`config.mk`:
```
export PLATFORM = sky130hd
export DESIGN_NAME = key_event_queue
export DESIGN_NICKNAME = d
export VERILOG_FILES = /design/src/rtl/piano_pkg.sv /design/src/rtl/event_fifo.sv /design/src/rtl/key_event_queue.sv
export SDC_FILE = /design/constraint.sdc
export NUM_CORES = 1
export LEC_CHECK = 0
export ABC_AREA = 1
export BUFFER_PORTS_ARGS = -buffer_cell sky130_fd_sc_hd__buf_2
export CAP_MARGIN = 5
export CORE_MARGIN = 4
export CORE_UTILIZATION = 52
export CTS_CLUSTER_SIZE = 40
export DETAILED_ROUTE_END_ITERATION = 7
export PLACE_DENSITY = 0.7
export SETUP_SLACK_MARGIN = 0.15
export SLEW_MARGIN = 20
export SYNTH_ARGS = -nofsm -noshare
export SYNTH_HDL_FRONTEND = slang
export SYNTH_SLANG_ARGS = --single-unit
```
`constraint.sdc`:
```
create_clock -name CLK -period 7.5 [get_ports CLK]
set_input_delay 1.125 -clock CLK [delete_from_list [all_inputs] [get_ports CLK]]
set_output_delay 1.125 -clock CLK [all_outputs]
set_load 0.01 [all_outputs]
```
`src/rtl/piano_pkg.sv`:
```
// Shared constants, event payload and clog2 helper for the piano key path.
package piano_pkg;

  function automatic int unsigned clog2(input int unsigned v);
    int unsigned r;
    r = 0;
    while ((64'd1 << r) < 64'(v)) r++;
    return r;
  endfunction

  localparam int unsigned N_KEYS = 8;
  localparam int unsigned NOTE_W = clog2(N_KEYS);

  typedef struct packed {
    logic              press;
    logic [NOTE_W-1:0] note;
  } key_event_t;

endpackage

```
`src/rtl/event_fifo.sv`:
```
// First-word-fall-through FIFO of key events; head is read straight from storage.
module event_fifo
  import piano_pkg::*;
#(
  parameter int unsigned DEPTH = 4
) (
  input  logic                 CLK,
  input  logic                 RESET_N,
  input  logic                 push,
  input  key_event_t           push_data,
  input  logic                 pop,
  output key_event_t           head,
  output logic                 full,
  output logic                 empty,
  output logic [clog2(DEPTH):0] count
);

  localparam int unsigned ADDR_W = clog2(DEPTH);
  localparam int unsigned CNT_W  = ADDR_W + 1;

  key_event_t        mem [DEPTH];
  logic [ADDR_W-1:0] wr_ptr_q;
  logic [ADDR_W-1:0] rd_ptr_q;
  logic [CNT_W-1:0]  count_q;
  logic              do_push;
  logic              do_pop;

  // Pop on empty is dropped; push on full only goes through alongside a pop.
  assign do_pop  = pop & ~empty;
  assign do_push = push & (~full | do_pop);

  always_ff @(posedge CLK or negedge RESET_N) begin
    if (!RESET_N) begin
      for (int unsigned i = 0; i < DEPTH; i++) mem[i] <= '0;
      wr_ptr_q <= '0;
      rd_ptr_q <= '0;
      count_q  <= '0;
    end else begin
      if (do_push) begin
        mem[wr_ptr_q] <= push_data;
        wr_ptr_q      <= wr_ptr_q + ADDR_W'(1);
      end
      if (do_pop) rd_ptr_q <= rd_ptr_q + ADDR_W'(1);
      case ({do_push, do_pop})
        2'b10:   count_q <= count_q + CNT_W'(1);
        2'b01:   count_q <= count_q - CNT_W'(1);
        default: count_q <= count_q;
      endcase
    end
  end

  assign head  = mem[rd_ptr_q];
  assign full  = (count_q == CNT_W'(DEPTH));
  assign empty = (count_q == '0);
  assign count = count_q;

endmodule

```
`src/rtl/key_event_queue.sv`:
```
// Turns debounced key levels into a round-robin-serialized press/release event stream.
// Optional KEY_EVENT_ACTIVE_NOTE_EN adds the monophonic ACTIVE_VALID/ACTIVE_NOTE tracker.
module key_event_queue #(
  parameter int unsigned N_KEYS = piano_pkg::N_KEYS,
  parameter int unsigned NOTE_W = piano_pkg::NOTE_W,
  parameter int unsigned DEPTH  = 4
) (
  input  logic                            CLK,
  input  logic                            RESET_N,
  input  logic [N_KEYS-1:0]               KEYS,
  output logic                            EVT_VALID,
  input  logic                            EVT_READY,
  output logic                            EVT_PRESS,
  output logic [NOTE_W-1:0]               EVT_NOTE,
  output logic [piano_pkg::clog2(DEPTH):0] EVT_COUNT
`ifdef KEY_EVENT_ACTIVE_NOTE_EN
  ,
  output logic                            ACTIVE_VALID,
  output logic [NOTE_W-1:0]               ACTIVE_NOTE
`endif
);

  logic [N_KEYS-1:0]     prev_q;
  logic [N_KEYS-1:0]     pending_q;
  logic [N_KEYS-1:0]     key_edge;
  logic [N_KEYS-1:0]     grant;
  logic [NOTE_W-1:0]     rr_ptr_q;
  logic [NOTE_W-1:0]     grant_idx;
  logic                  grant_vld;
  logic                  fifo_full;
  logic                  fifo_empty;
  logic                  pop;
  int unsigned           scan_idx;
  piano_pkg::key_event_t push_evt;
  piano_pkg::key_event_t head_evt;

  assign key_edge  = KEYS ^ prev_q;
  assign pop       = EVT_VALID & EVT_READY;

  // Round-robin scan from rr_ptr upward with wrap; held off only when full with no pop.
  always_comb begin
    grant     = '0;
    grant_idx = '0;
    grant_vld = 1'b0;
    scan_idx  = 0;
    if (!fifo_full || pop) begin
      for (int unsigned i = 0; i < N_KEYS; i++) begin
        scan_idx = (32'(rr_ptr_q) + i) % N_KEYS;
        if (!grant_vld && pending_q[NOTE_W'(scan_idx)]) begin
          grant_vld = 1'b1;
          grant_idx = NOTE_W'(scan_idx);
        end
      end
    end
    if (grant_vld) grant[grant_idx] = 1'b1;
    push_evt.press = prev_q[grant_idx];
    push_evt.note  = grant_idx;
  end

  // Unserved opposite edges on one key cancel through the XOR.
  always_ff @(posedge CLK or negedge RESET_N) begin
    if (!RESET_N) begin
      prev_q    <= '0;
      pending_q <= '0;
      rr_ptr_q  <= '0;
    end else begin
      prev_q    <= KEYS;
      pending_q <= (pending_q & ~grant) ^ key_edge;
      if (grant_vld)
        rr_ptr_q <= (grant_idx == NOTE_W'(N_KEYS - 1)) ? '0 : grant_idx + NOTE_W'(1);
    end
  end

  event_fifo #(
    .DEPTH(DEPTH)
  ) u_fifo (
    .CLK      (CLK),
    .RESET_N  (RESET_N),
    .push     (grant_vld),
    .push_data(push_evt),
    .pop      (pop),
    .head     (head_evt),
    .full     (fifo_full),
    .empty    (fifo_empty),
    .count    (EVT_COUNT)
  );

  assign EVT_VALID = ~fifo_empty;
  assign EVT_PRESS = head_evt.press;
  assign EVT_NOTE  = head_evt.note;

`ifdef KEY_EVENT_ACTIVE_NOTE_EN
  logic [N_KEYS-1:0] rising;
  logic [NOTE_W-1:0] hi_idx;

  assign rising = KEYS & ~prev_q;

  always_comb begin
    hi_idx = '0;
    for (int unsigned i = 0; i < N_KEYS; i++)
      if (rising[NOTE_W'(i)]) hi_idx = NOTE_W'(i);
  end

  // Newest highest press wins; drop validity once the tracked key is released.
  always_ff @(posedge CLK or negedge RESET_N) begin
    if (!RESET_N) begin
      ACTIVE_VALID <= 1'b0;
      ACTIVE_NOTE  <= '0;
    end else if (|rising) begin
      ACTIVE_VALID <= 1'b1;
      ACTIVE_NOTE  <= hi_idx;
    end else if (!KEYS[ACTIVE_NOTE]) begin
      ACTIVE_VALID <= 1'b0;
    end
  end
`endif

endmodule
```
* Yosys cells after proc, flatten, opt, wreduce, memory -nomap -nowiden
Index checks and enable logic that the tools add are counted.
Widths: inputs -> output; s select.
** Word-level totals
- Output and inout port bits :: 8
- Logic and storage cells :: 129
- Register bits :: 42
- Bits of input ports :: 11
** Operators by class
- Reduce and logical (&&, ||, !) cells :: 20
- Bitwise gates (word level) :: 12
- Eq/ne operators :: 4
- Muxes and demuxes :: 54
- Magnitude comparators :: 13
- Add/sub/neg operators :: 12
** Operator list (number)
- $lt 3x4->1 const B :: 9
- $mux 3 :: 10
- $bmux 1 s3 :: 9
- $mux 1 :: 26
- $bwmux 16 :: 1
- $xor 8x8->8 :: 2
- $add 3x3->3 const B :: 4
- $mux 4 :: 3
- $add 3x1->3 const B :: 3
- $logic_and 1x1->1 :: 9
- $and 8x8->8 :: 1
- $bmux 4 s2 :: 1
- $demux 4 s2 :: 1
- $logic_not 1->1 :: 8
- $mux 8 :: 1
- $not 8->8 :: 1
- $add 3x2->3 const B :: 2
- $eq 3x3->1 const B :: 2
- $ge 3x3->1 const B :: 2
- $not 2->3 :: 2
- $pmux 3 s2 :: 1
- $add 2x1->2 const B :: 2
- $and 1x1->1 :: 3
- $demux 1 s3 :: 1
- other kinds (10) :: 11

* Longest topological paths before layout
Gate-level depths: netlist of run 1.
- Depth in word-level cells :: 41
- Mapped depth :: 22
- Gate-level depth less buffers :: 20

* Modules after synthesis
A second synthesis of run 1 with hierarchy kept.
** Second synthesis, totals
- Cells, all modules :: 399
- Area total of the unflattened synthesis :: 3047.9 um^2
** By module, submodules not included
- key_event_queue :: times used 1, cells an instance 258, area each 1819.2 um^2, sequential area each 475.5 um^2
- event_fifo :: times used 1, cells an instance 141, area each 1228.7 um^2, sequential area each 575.6 um^2

* Worst setup path before layout of run 1
No wires, ideal clock.
- Path type :: register -> register
- Start :: register rr_ptr_q[0]
- End :: register u_fifo.count_q[2], in the netlist u_fifo.count[2]
- Setup time :: 131 ps
- Data required time :: 7369 ps
- Setup slack :: 4415 ps
- Arrival time :: 2954 ps
- Period minus slack after synthesis :: 3085 ps
- Buffers on the path :: 2
- Cell stages (with the launch flop) :: 20
- Path through :: dfrtp_1 > buf_6 > inv_2 > buf_6 > ha_1 > inv_1 > nand3_1 > nand3_1 > nand2_4 > nor2_8 > nand4_4 > nor2_4 > nand3b_1 > nand2_1 > ha_1 > inv_1 > fa_1 > a21oi_1 > o21ai_0 > xor2_1
** Between the ends
- Cells in the longest elaborated chain, start to end :: 35
- Elaborated cells on any way between the ends :: 58
- Those cells by class :: add/sub: 7; eq/ne: 2; mux: 33; bitwise: 1; reduce/logical: 15
** Ends and longest elaborated chain
- from (decl) :: RTL line key_event_queue.sv:27 : logic [NOTE_W-1:0] rr_ptr_q;
- from (signal assigned) :: RTL line key_event_queue.sv:70 : rr_ptr_q <= (grant_idx == NOTE_W'(N_KEYS - 1)) ? '0 : grant_idx + NOTE_W'(1);
- branches (longest 30 deep; another with $add 3x1->3)
- $mux 1 (*) :: RTL line key_event_queue.sv:49 : if (!grant_vld && pending_q[NOTE_W'(scan_idx)]) begin
- $mux 1 (*) :: RTL line key_event_queue.sv:46 : if (!fifo_full || pop) begin
- $and 1x1->1 (*) :: RTL line event_fifo.sv:30 : assign do_push = push & (~full | do_pop);
- $eq 2x1->1 / $eq 2x2->1 (equally long branches) :: RTL line event_fifo.sv:44 : case ({do_push, do_pop})
- $pmux 3 s2 / $reduce_bool 2->1 (equally long branches)
- to (signal assigned) :: RTL line event_fifo.sv:45 : 2'b10: count_q <= count_q + CNT_W'(1);
- to (signal assigned) :: RTL line event_fifo.sv:46 : 2'b01: count_q <= count_q - CNT_W'(1);
- to (signal assigned) :: RTL line event_fifo.sv:47 : default: count_q <= count_q;
- to (decl) :: RTL line event_fifo.sv:24 : logic [CNT_W-1:0] count_q;
Every way passes the cells marked *. The select of a mux whose other input is x is not followed.
A chain may end at the register's enable or synchronous reset.

* Worst setup path in the final report of run 1
- Start :: register rr_ptr_q[1]
- End :: register u_fifo.count_q[2], in the netlist u_fifo.count[2]
The elaborated chain is that of the path after synthesis.

==> results.cfg, run 1 <==
[status]
run_status = completed

[clock_network]
htree_num_levels = 2
cts_inserted_buffers = 5
cts_max_path_buffers = 2
clk_transition_reported_paths_ps = 90
cts.hold.buffers_added = 0
clock_sinks = 42
clockRootBuffer = sky130_fd_sc_hd__clkbuf_8
post_cts_buffers = 0
worstSkewPairLatency_ps = 300
clock_tree_from_tritoncts = built
post_cts.resized_instances = 0

[detailed_routing]
avgRoutedWirePerCell_microns = 13.4
dr_total_vias = 2331
firstDrtPassIters = 4
detail_route.vias_per_cell = 5.24
initialDrtViolationCount = 160
remaining_drc_errors = 0
detail_route.wirelength_microns = 5970
postRouteAntennaNets = 0

[logic_synthesis]
synth_seq_area_share_pct = 38.0
syn_area_per_cell_sq_um = 7.77
netlist_area_before_placement_sq_um = 2770
yosys_warnings = 0
netlist_instances = 356
synthDistinctLibCells = 34
postSynthRegisterBits = 42
mappedNetlistNets = 375

[placement]
pre_cts_slack_ps = 4050
buffer_ports.inserted = 18
dp_cells = 437
gp_congestion = 0.873
dp_hpwl_microns = 4520

[final_layout]
fraction_of_layout_instances_using_a_drive_strength_above_1_pct = 16.3
fin_cells = 445
nets = 393
final_common_cell = sky130_fd_sc_hd__nand2_1
num_antenna_cells = 0
layout_common_cells = sky130_fd_sc_hd__nand2_1, sky130_fd_sc_hd__dfrtp_1, sky130_fd_sc_hd__nand3_1
area_delta_synth_final_pct = 8.09

[global_routing]
global_route.usage.total_pct = 19.9
grt_max_degree = 43
globalRoute.totalOverflow = 0
grt_first_pass_wirelength_microns = 10000
via_count_of_the_first_global_routing_pass = 2149
antenna_found_initial = 0

[critical_path]
r2r-end = u_fifo.count[2]
criticalPathCategory = reg2reg
worst_r2r_path_depth = 17
r2r_slack_ps = 4040
worst-path-max-fanout = 9
startpoint_type = register
worst-endpoint-required_ps = 7680
worst_ep_arrival_time_ps = 3650
end_kind = register
worstReg2RegStart = rr_ptr_q[1]

[sta]
finalSetupViolations = 0
layout_min_cycle_time_ps = 3460
timing.final.ws_setup_ps = 4040
final_hold_viol_count = 0
final-max-slew-violation-count = 0
grt_setup_unrepaired = false
slew_headroom_pct = 36.7
achievable-frequency_mhz = 289
timing.setup.tns_ps = 0
min_period_over_period_pct = 46.2
tightestPinTransition_ps = 950
finClkSkew_ps = 12.1

[die]
ios = 19
chip_width_microns = 81.0
fp.dieH_microns = 81.0
design.die.area_sq_um = 6550
core_sq_um = 5140
rows = 26
initial_utilization_pct = 53.8

[min_path]
whs_endpoint = u_fifo.mem[11]
timing.hold.worst.start = u_fifo.mem[11]
hold_path_class = reg2reg
worstHoldPathCells = 2

[flow_run]
maxCapViolations = 0
==> cell type report <==
class / count / area (sq um)
clock buffers: 6 / 72.6
clock inverters: 2 / 37.5
fillers: 503 / 2150
inverters: 41 / 154
multi-input cells: 266 / 1500
flip-flops and latches: 42 / 1050
well taps: 70 / 87.6
repair buffers: 18 / 90.1
==> routing by layer <==
metal / vias to the layer above / GRT usage (%) / routed length, microns
met5: - / 0 / 0
met4: 0 / 5.74 / 51
met3: 6 / 3.88 / 254
met2: 37 / 33.5 / 2950
met1: 1091 / 26.1 / 2710
li1: 1197 / - / -
==> how the worst max path moves through the flow <==
stage                     start              end  slack, ps  depth (start not counted)
floorplan           rr_ptr_q[0]  u_fifo.count[2]       4420                         19
global placement    rr_ptr_q[0]  u_fifo.count[2]       4150                         17
detailed placement  rr_ptr_q[0]  u_fifo.count[2]       4050                         17
CTS                 rr_ptr_q[1]  u_fifo.count[2]       4050                         17
global route        rr_ptr_q[1]  u_fifo.count[2]       3770                         17
finish              rr_ptr_q[1]  u_fifo.count[2]       4040                         17
==> metrics by stage <==
| step | hold WS [ps] | cell area [sq um] | utilization, % |
|---|---|---|---|
| 6_report | 489 | 2990 | 58.2 |
| 3_3_place_gp | 463 | 2880 | 56.1 |
| 4_1_cts | 487 | 2990 | 58.2 |
| 5_1_grt | 513 | 2990 | 58.2 |
| 2_1_floorplan | 444 | 2770 | - |
| 3_5_place_dp | 464 | 2880 | 56.1 |
==> Yosys cell counts (all sizes together) <==
cell type	number	area [sq um]
o221ai	1	8.76
xnor2	11	96.3
o21bai	1	7.51
nand4	3	33.8
o211ai	3	22.5
ha	7	87.6
fa	1	20.0
nor2	22	109
clkinv	1	3.75
o21a	1	7.51
buf	6	60.1
clkbuf	1	3.75
nand3	48	313
inv	40	150
nand3b	4	30.0
dfrtp	42	1050
o22ai	6	37.5
a31oi	1	12.5
nand2	114	460
a21oi	3	18.8
xor2	9	78.8
o21ai	31	155
==> cell families (layout without fill, tap and decap cells) <==
logic type	Yosys count	count (layout)	share of synthesized area, %
flops	42	42	38.0
buf+inv	48	67	7.87
xor+xnor	20	20	6.33
simple gates	191	191	34.2
compound gates	47	47	9.77
fa+ha+maj	8	8	3.89
==> critical path, stage by stage (launching register included) <==
cell	delay [ps]
sky130_fd_sc_hd__dfrtp_1	580
sky130_fd_sc_hd__inv_2	170
sky130_fd_sc_hd__ha_1	410
sky130_fd_sc_hd__inv_1	210
sky130_fd_sc_hd__nand3_1	130
sky130_fd_sc_hd__nand3_1	160
sky130_fd_sc_hd__nand2_4	100
sky130_fd_sc_hd__nor2_8	130
sky130_fd_sc_hd__nand4_4	100
sky130_fd_sc_hd__nor2_4	140
sky130_fd_sc_hd__nand3b_1	90
sky130_fd_sc_hd__nand2_1	120
sky130_fd_sc_hd__ha_1	160
sky130_fd_sc_hd__inv_1	70
sky130_fd_sc_hd__fa_1	370
sky130_fd_sc_hd__a21oi_1	150
sky130_fd_sc_hd__o21ai_0	110
sky130_fd_sc_hd__xor2_1	150
==> state kept, by name (all words and copies together), names as in the netlist <==
register and flops:
u_fifo.mem 16, prev_q 8, pending_q 8, u_fifo.rd_ptr_q 2, u_fifo.count 3, u_fifo.wr_ptr_q 2, rr_ptr_q 3
Power of run 1 is not shown: default switching activity piles up to over one toggle a cycle in this logic, so the estimate is an artifact.
==> run 2, diff against run 1 <==
clock period = 3.3 ns   (was 7.5 ns; I/O delays follow)
==> results.cfg, run 2 (synthesized netlist as in run 1, its figures left out) <==
[clock_network]
cts.hold.buffers_added = 0
cts_max_path_buffers = 2
clockRootBuffer = sky130_fd_sc_hd__clkbuf_8
clk_transition_reported_paths_ps = 80
worstSkewPairLatency_ps = 290
htree_num_levels = 2
clock_tree_from_tritoncts = built
clock_sinks = 42
cts_inserted_buffers = 5

[detailed_routing]
dr_total_vias = 2372
remaining_drc_errors = 0
detail_route.wirelength_microns = 6130
avgRoutedWirePerCell_microns = 13.6
initialDrtViolationCount = 104
detail_route.vias_per_cell = 5.25
firstDrtPassIters = 4
postRouteAntennaNets = 0

[final_layout]
num_antenna_cells = 0
final_common_cell = sky130_fd_sc_hd__nand2_1
layout_common_cells = sky130_fd_sc_hd__nand2_1, sky130_fd_sc_hd__dfrtp_1, sky130_fd_sc_hd__inv_1, sky130_fd_sc_hd__nand3_1, sky130_fd_sc_hd__o21ai_0
largest_register_ff_count = 16
top_flop_regs = u_fifo.mem (16), pending_q (8), prev_q (8)
fraction_of_layout_instances_using_a_drive_strength_above_1_pct = 19.6
area_delta_synth_final_pct = 10.1
fill_cells = 506
top_register = u_fifo.mem
nets = 400
fin_cells = 452

[global_routing]
grt_first_pass_wirelength_microns = 10300
via_count_of_the_first_global_routing_pass = 2213
grt_max_degree = 43
globalRoute.totalOverflow = 0
global_route.usage.total_pct = 20.5
antenna_found_initial = 0

[min_path]
whs_endpoint = prev_q[5]
hold_path_class = in2reg
timing.hold.worst.start = KEYS[5]
worstHoldPathCells = 1

[critical_path]
worst-path-max-fanout = 6
startpoint_type = register
worst_ep_arrival_time_ps = 3080
worst-endpoint-required_ps = 3480
criticalPathCategory = reg2reg
r2r-end = u_fifo.count[2]
end_kind = register
r2r_slack_ps = 400
worst_r2r_path_depth = 17
worstReg2RegStart = rr_ptr_q[0]

[sta]
final-max-slew-violation-count = 0
min_period_over_period_pct = 88.0
layout_min_cycle_time_ps = 2900
timing.setup.tns_ps = 0
grt_setup_unrepaired = false
final_hold_viol_count = 0
achievable-frequency_mhz = 344
finalSetupViolations = 0
tightestPinTransition_ps = 952
slew_headroom_pct = 36.5
hold-worst-slack_ps = 333
finClkSkew_ps = 3.47

[placement]
dp_hpwl_microns = 4560
gp_congestion = 0.891
buffer_ports.inserted = 18
dp_cells = 442

[die]
rows = 26
design.die.area_sq_um = 6550
initial_utilization_pct = 53.8
chip_width_microns = 81.0
fp.dieH_microns = 81.0
core_sq_um = 5140
ios = 19

[flow_run]
maxCapViolations = 0

[status]
run_status = completed
[run 2: changes by cell type in the layout (fill, tap and decap cells not counted), sizes merged]
cell      previous run  this run
bufinv               1         0
clkinvlp             1         0
buf                 18        25
clkinv               1         3
[run 2: how the worst max path moves through the flow]
stage / endpoint / start / slack, ps
detailed placement: u_fifo.count[2] / rr_ptr_q[0] / 250
floorplan: u_fifo.count[2] / rr_ptr_q[0] / 220
global placement: u_fifo.count[2] / rr_ptr_q[0] / 340
CTS: u_fifo.count[2] / rr_ptr_q[0] / 250
global route: u_fifo.count[2] / rr_ptr_q[0] / 140
finish: u_fifo.count[2] / rr_ptr_q[0] / 400
[run 2: routing by layer]
layer / wire [microns] / share of wire, % / up-vias / global-route usage, %
li1: - / - / 1198 / -
met1: 2770 / 45 / 1114 / 26.6
met2: 3020 / 49 / 49 / 34.6
met3: 230 / 3.8 / 11 / 3.99
met4: 113 / 1.8 / 0 / 6.08
met5: 0 / 0 / - / 0
[run 2: layout make-up]
cell class / instances / area [sq um] / area share, %
Clock buffer: 6 / 72.6 / 2.38
Timing Repair Buffer: 25 / 143 / 4.68
Inverter: 41 / 154 / 5.05
Multi-Input combinational cell: 266 / 1530 / 50.1
Tap cell: 70 / 87.6 / 2.87
Clock inverter: 2 / 13.8 / 0.452
Sequential cell: 42 / 1050 / 34.5
[run 2: timing repair]
item	4_1_cts	5_1_grt
resized for setup	0	8
setup endpoints to repair	0	9
setup buffers	0	2
[run 2: critical path, stage by stage (launching register included)]
cell,delay [ps]
sky130_fd_sc_hd__dfrtp_1,390
sky130_fd_sc_hd__inv_2,50
sky130_fd_sc_hd__ha_1,300
sky130_fd_sc_hd__buf_4,160
sky130_fd_sc_hd__nand3_1,110
sky130_fd_sc_hd__nand3_2,120
sky130_fd_sc_hd__nand2_4,80
sky130_fd_sc_hd__nor2_8,130
sky130_fd_sc_hd__nand4_4,110
sky130_fd_sc_hd__nor2_4,170
sky130_fd_sc_hd__nand3b_1,100
sky130_fd_sc_hd__nand2_2,100
sky130_fd_sc_hd__ha_1,150
sky130_fd_sc_hd__inv_1,80
sky130_fd_sc_hd__fa_2,360
sky130_fd_sc_hd__a21oi_2,140
sky130_fd_sc_hd__o21ai_1,90
sky130_fd_sc_hd__xor2_1,150
[run 2: per-stage QoR]
stage	utilization [%]	instance area (sq um)	setup slack, ps
CTS	58.5	3010	249
detailed placement	56.8	2920	251
global route	59.3	3050	145
floorplan	-	2770	215
global placement	56.8	2920	336
finish	59.3	3050	396
Power of run 2 is left out for the same reason.
==> run 3, diff against run 2 <==
--- a/config.mk
+++ b/config.mk
@@ -10,7 +10,9 @@
 export CAP_MARGIN = 5
+export CELL_PAD_IN_SITES_DETAIL_PLACEMENT = 1
+export CELL_PAD_IN_SITES_GLOBAL_PLACEMENT = 1
 export CORE_MARGIN = 4
-export CORE_UTILIZATION = 52
+export CORE_UTILIZATION = 41
 export CTS_CLUSTER_SIZE = 40
 export DETAILED_ROUTE_END_ITERATION = 7
-export PLACE_DENSITY = 0.7
+export PLACE_DENSITY_LB_ADDON = 0.1
 export SETUP_SLACK_MARGIN = 0.15
==> constraint.sdc (replaced) <==
create_clock -name CLK -period 2.3 [get_ports CLK]
set_input_delay 0.345 -clock CLK [delete_from_list [all_inputs] [get_ports CLK]]
set_output_delay 0.345 -clock CLK [all_outputs]
set_load 0.1 [all_outputs]
==> results.cfg, run 3 (synthesized netlist as in run 1, its figures left out) <==
[final_layout]
final_common_cell = sky130_fd_sc_hd__nand2_1
nets = 460
postLayoutCellArea_sq_um = 3830
top_flop_regs = u_fifo.mem (16), pending_q (8), prev_q (8)
top_register = u_fifo.mem
num_antenna_cells = 0
fraction_of_layout_instances_using_a_drive_strength_above_1_pct = 39.7
area_delta_synth_final_pct = 38.5
fill_cells = 809
largest_register_ff_count = 16
layout_common_cells = sky130_fd_sc_hd__nand2_1, sky130_fd_sc_hd__buf_4, sky130_fd_sc_hd__dfrtp_1

[critical_path]
r2r_slack_ps = -500
worst_r2r_path_depth = 16
worst_ep_arrival_time_ps = 3000
startpoint_type = register
end_kind = register
criticalPathCategory = reg2reg
worstReg2RegStart = rr_ptr_q[0]
r2r-end = u_fifo.count[2]
worst-endpoint-required_ps = 2500
worst-path-max-fanout = 6

[flow_run]
maxCapViolations = 0

[clock_network]
worstSkewPairLatency_ps = 310
clockRootBuffer = sky130_fd_sc_hd__clkbuf_8
clock_tree_from_tritoncts = built
clock_sinks = 42
cts_max_path_buffers = 2
cts_inserted_buffers = 5
cts.hold.buffers_added = 0
htree_num_levels = 2
clk_transition_reported_paths_ps = 80

[detailed_routing]
postRouteAntennaNets = 0
detail_route.vias_per_cell = 5.34
initialDrtViolationCount = 84
detail_route.wirelength_microns = 9110
remaining_drc_errors = 0
firstDrtPassIters = 4
dr_total_vias = 2765
avgRoutedWirePerCell_microns = 17.6

[global_routing]
grt_first_pass_wirelength_microns = 14200
grt_max_degree = 43
antenna_found_initial = 0
globalRoute.totalOverflow = 0
via_count_of_the_first_global_routing_pass = 2942
global_route.usage.total_pct = 21.7

[die]
design.die.area_sq_um = 8130
core_sq_um = 6460
ios = 19
chip_width_microns = 90.2
initial_utilization_pct = 42.9
rows = 29
fp.dieH_microns = 90.2

[sta]
hold-worst-slack_ps = 114
min_period_over_period_pct = 122
layout_min_cycle_time_ps = 2800
final_hold_viol_count = 0
final-max-slew-violation-count = 0
slew_headroom_pct = 62.0
timing.final.ws_setup_ps = -499
finClkSkew_ps = 8.79
achievable-frequency_mhz = 357
finalSetupViolations = 32
grt_setup_unrepaired = true
tightestPinTransition_ps = 569

[placement]
pre_cts_slack_ps = -459
place_area_sq_um = 3390
dp_hpwl_microns = 6090
gp_congestion = 0.894
buffer_ports.inserted = 18

[status]
violations = negative setup slack
run_status = complete, but fails checks

[min_path]
hold_path_class = in2async
[run 3: timing repair]
action,CTS,global route
pin swaps,9,7
gates cloned,1,0
gates resized for setup,34,32
buffers inserted,8,4
setup endpoints to repair,31,36
[run 3: worst max-delay path by stage]
stage / start / cells past startpoint / end / slack [ps]
after detailed placement: rr_ptr_q[0] / 14 / u_fifo.count[2] / -460
final: rr_ptr_q[0] / 16 / u_fifo.count[2] / -500
after global placement: rr_ptr_q[1] / 17 / u_fifo.count[2] / -340
after floorplan: rr_ptr_q[0] / 19 / u_fifo.count[2] / -510
after global routing: rr_ptr_q[0] / 17 / u_fifo.count[2] / -660
after CTS: rr_ptr_q[0] / 15 / u_fifo.count[2] / -380
[run 3: metal layers]
layer | global-route usage, % | share of wire [%] | vias to the layer above
li1 | - | - | 1325
met1 | 26.7 | 43 | 1381
met2 | 38.8 | 52 | 43
met3 | 3.09 | 2.7 | 16
met4 | 7.14 | 2.2 | 0
met5 | 0 | 0 | -
[run 3: per-stage QoR]
step,cells,setup TNS [ps],utilization [%]
2_1_floorplan,356,-5810,-
4_1_cts,514,-6200,57.1
3_5_place_dp,498,-9590,52.5
5_1_grt,518,-15860,59.3
6_report,518,-11240,59.3
3_3_place_gp,498,-6030,52.5
[run 3: cell type report]
type | count | area, sq um | area share (%)
well taps | 77 | 96.3 | 2.51
clock inverters | 1 | 7.51 | 0.196
flip-flops and latches | 42 | 1050 | 27.5
clock buffers | 6 | 72.6 | 1.89
multi-input cells | 267 | 1830 | 47.9
repair buffers | 84 | 601 | 15.7
inverters | 41 | 169 | 4.41
[run 3: critical path, stage by stage (launching register included)]
cell and delay [ps]:
sky130_fd_sc_hd__dfrtp_1 420, sky130_fd_sc_hd__inv_2 80, sky130_fd_sc_hd__ha_4 330, sky130_fd_sc_hd__nand3_2 110
sky130_fd_sc_hd__nand3_2 120, sky130_fd_sc_hd__nand2_4 80, sky130_fd_sc_hd__nor2_8 110, sky130_fd_sc_hd__nand4_4 100
sky130_fd_sc_hd__nor2_4 110, sky130_fd_sc_hd__nand3b_1 190, sky130_fd_sc_hd__nand2_2 160, sky130_fd_sc_hd__ha_4 130
sky130_fd_sc_hd__inv_2 40, sky130_fd_sc_hd__fa_2 330, sky130_fd_sc_hd__a21oi_1 140, sky130_fd_sc_hd__o21ai_1 80
sky130_fd_sc_hd__xor2_1 140
Power of run 3 is left out for the same reason.
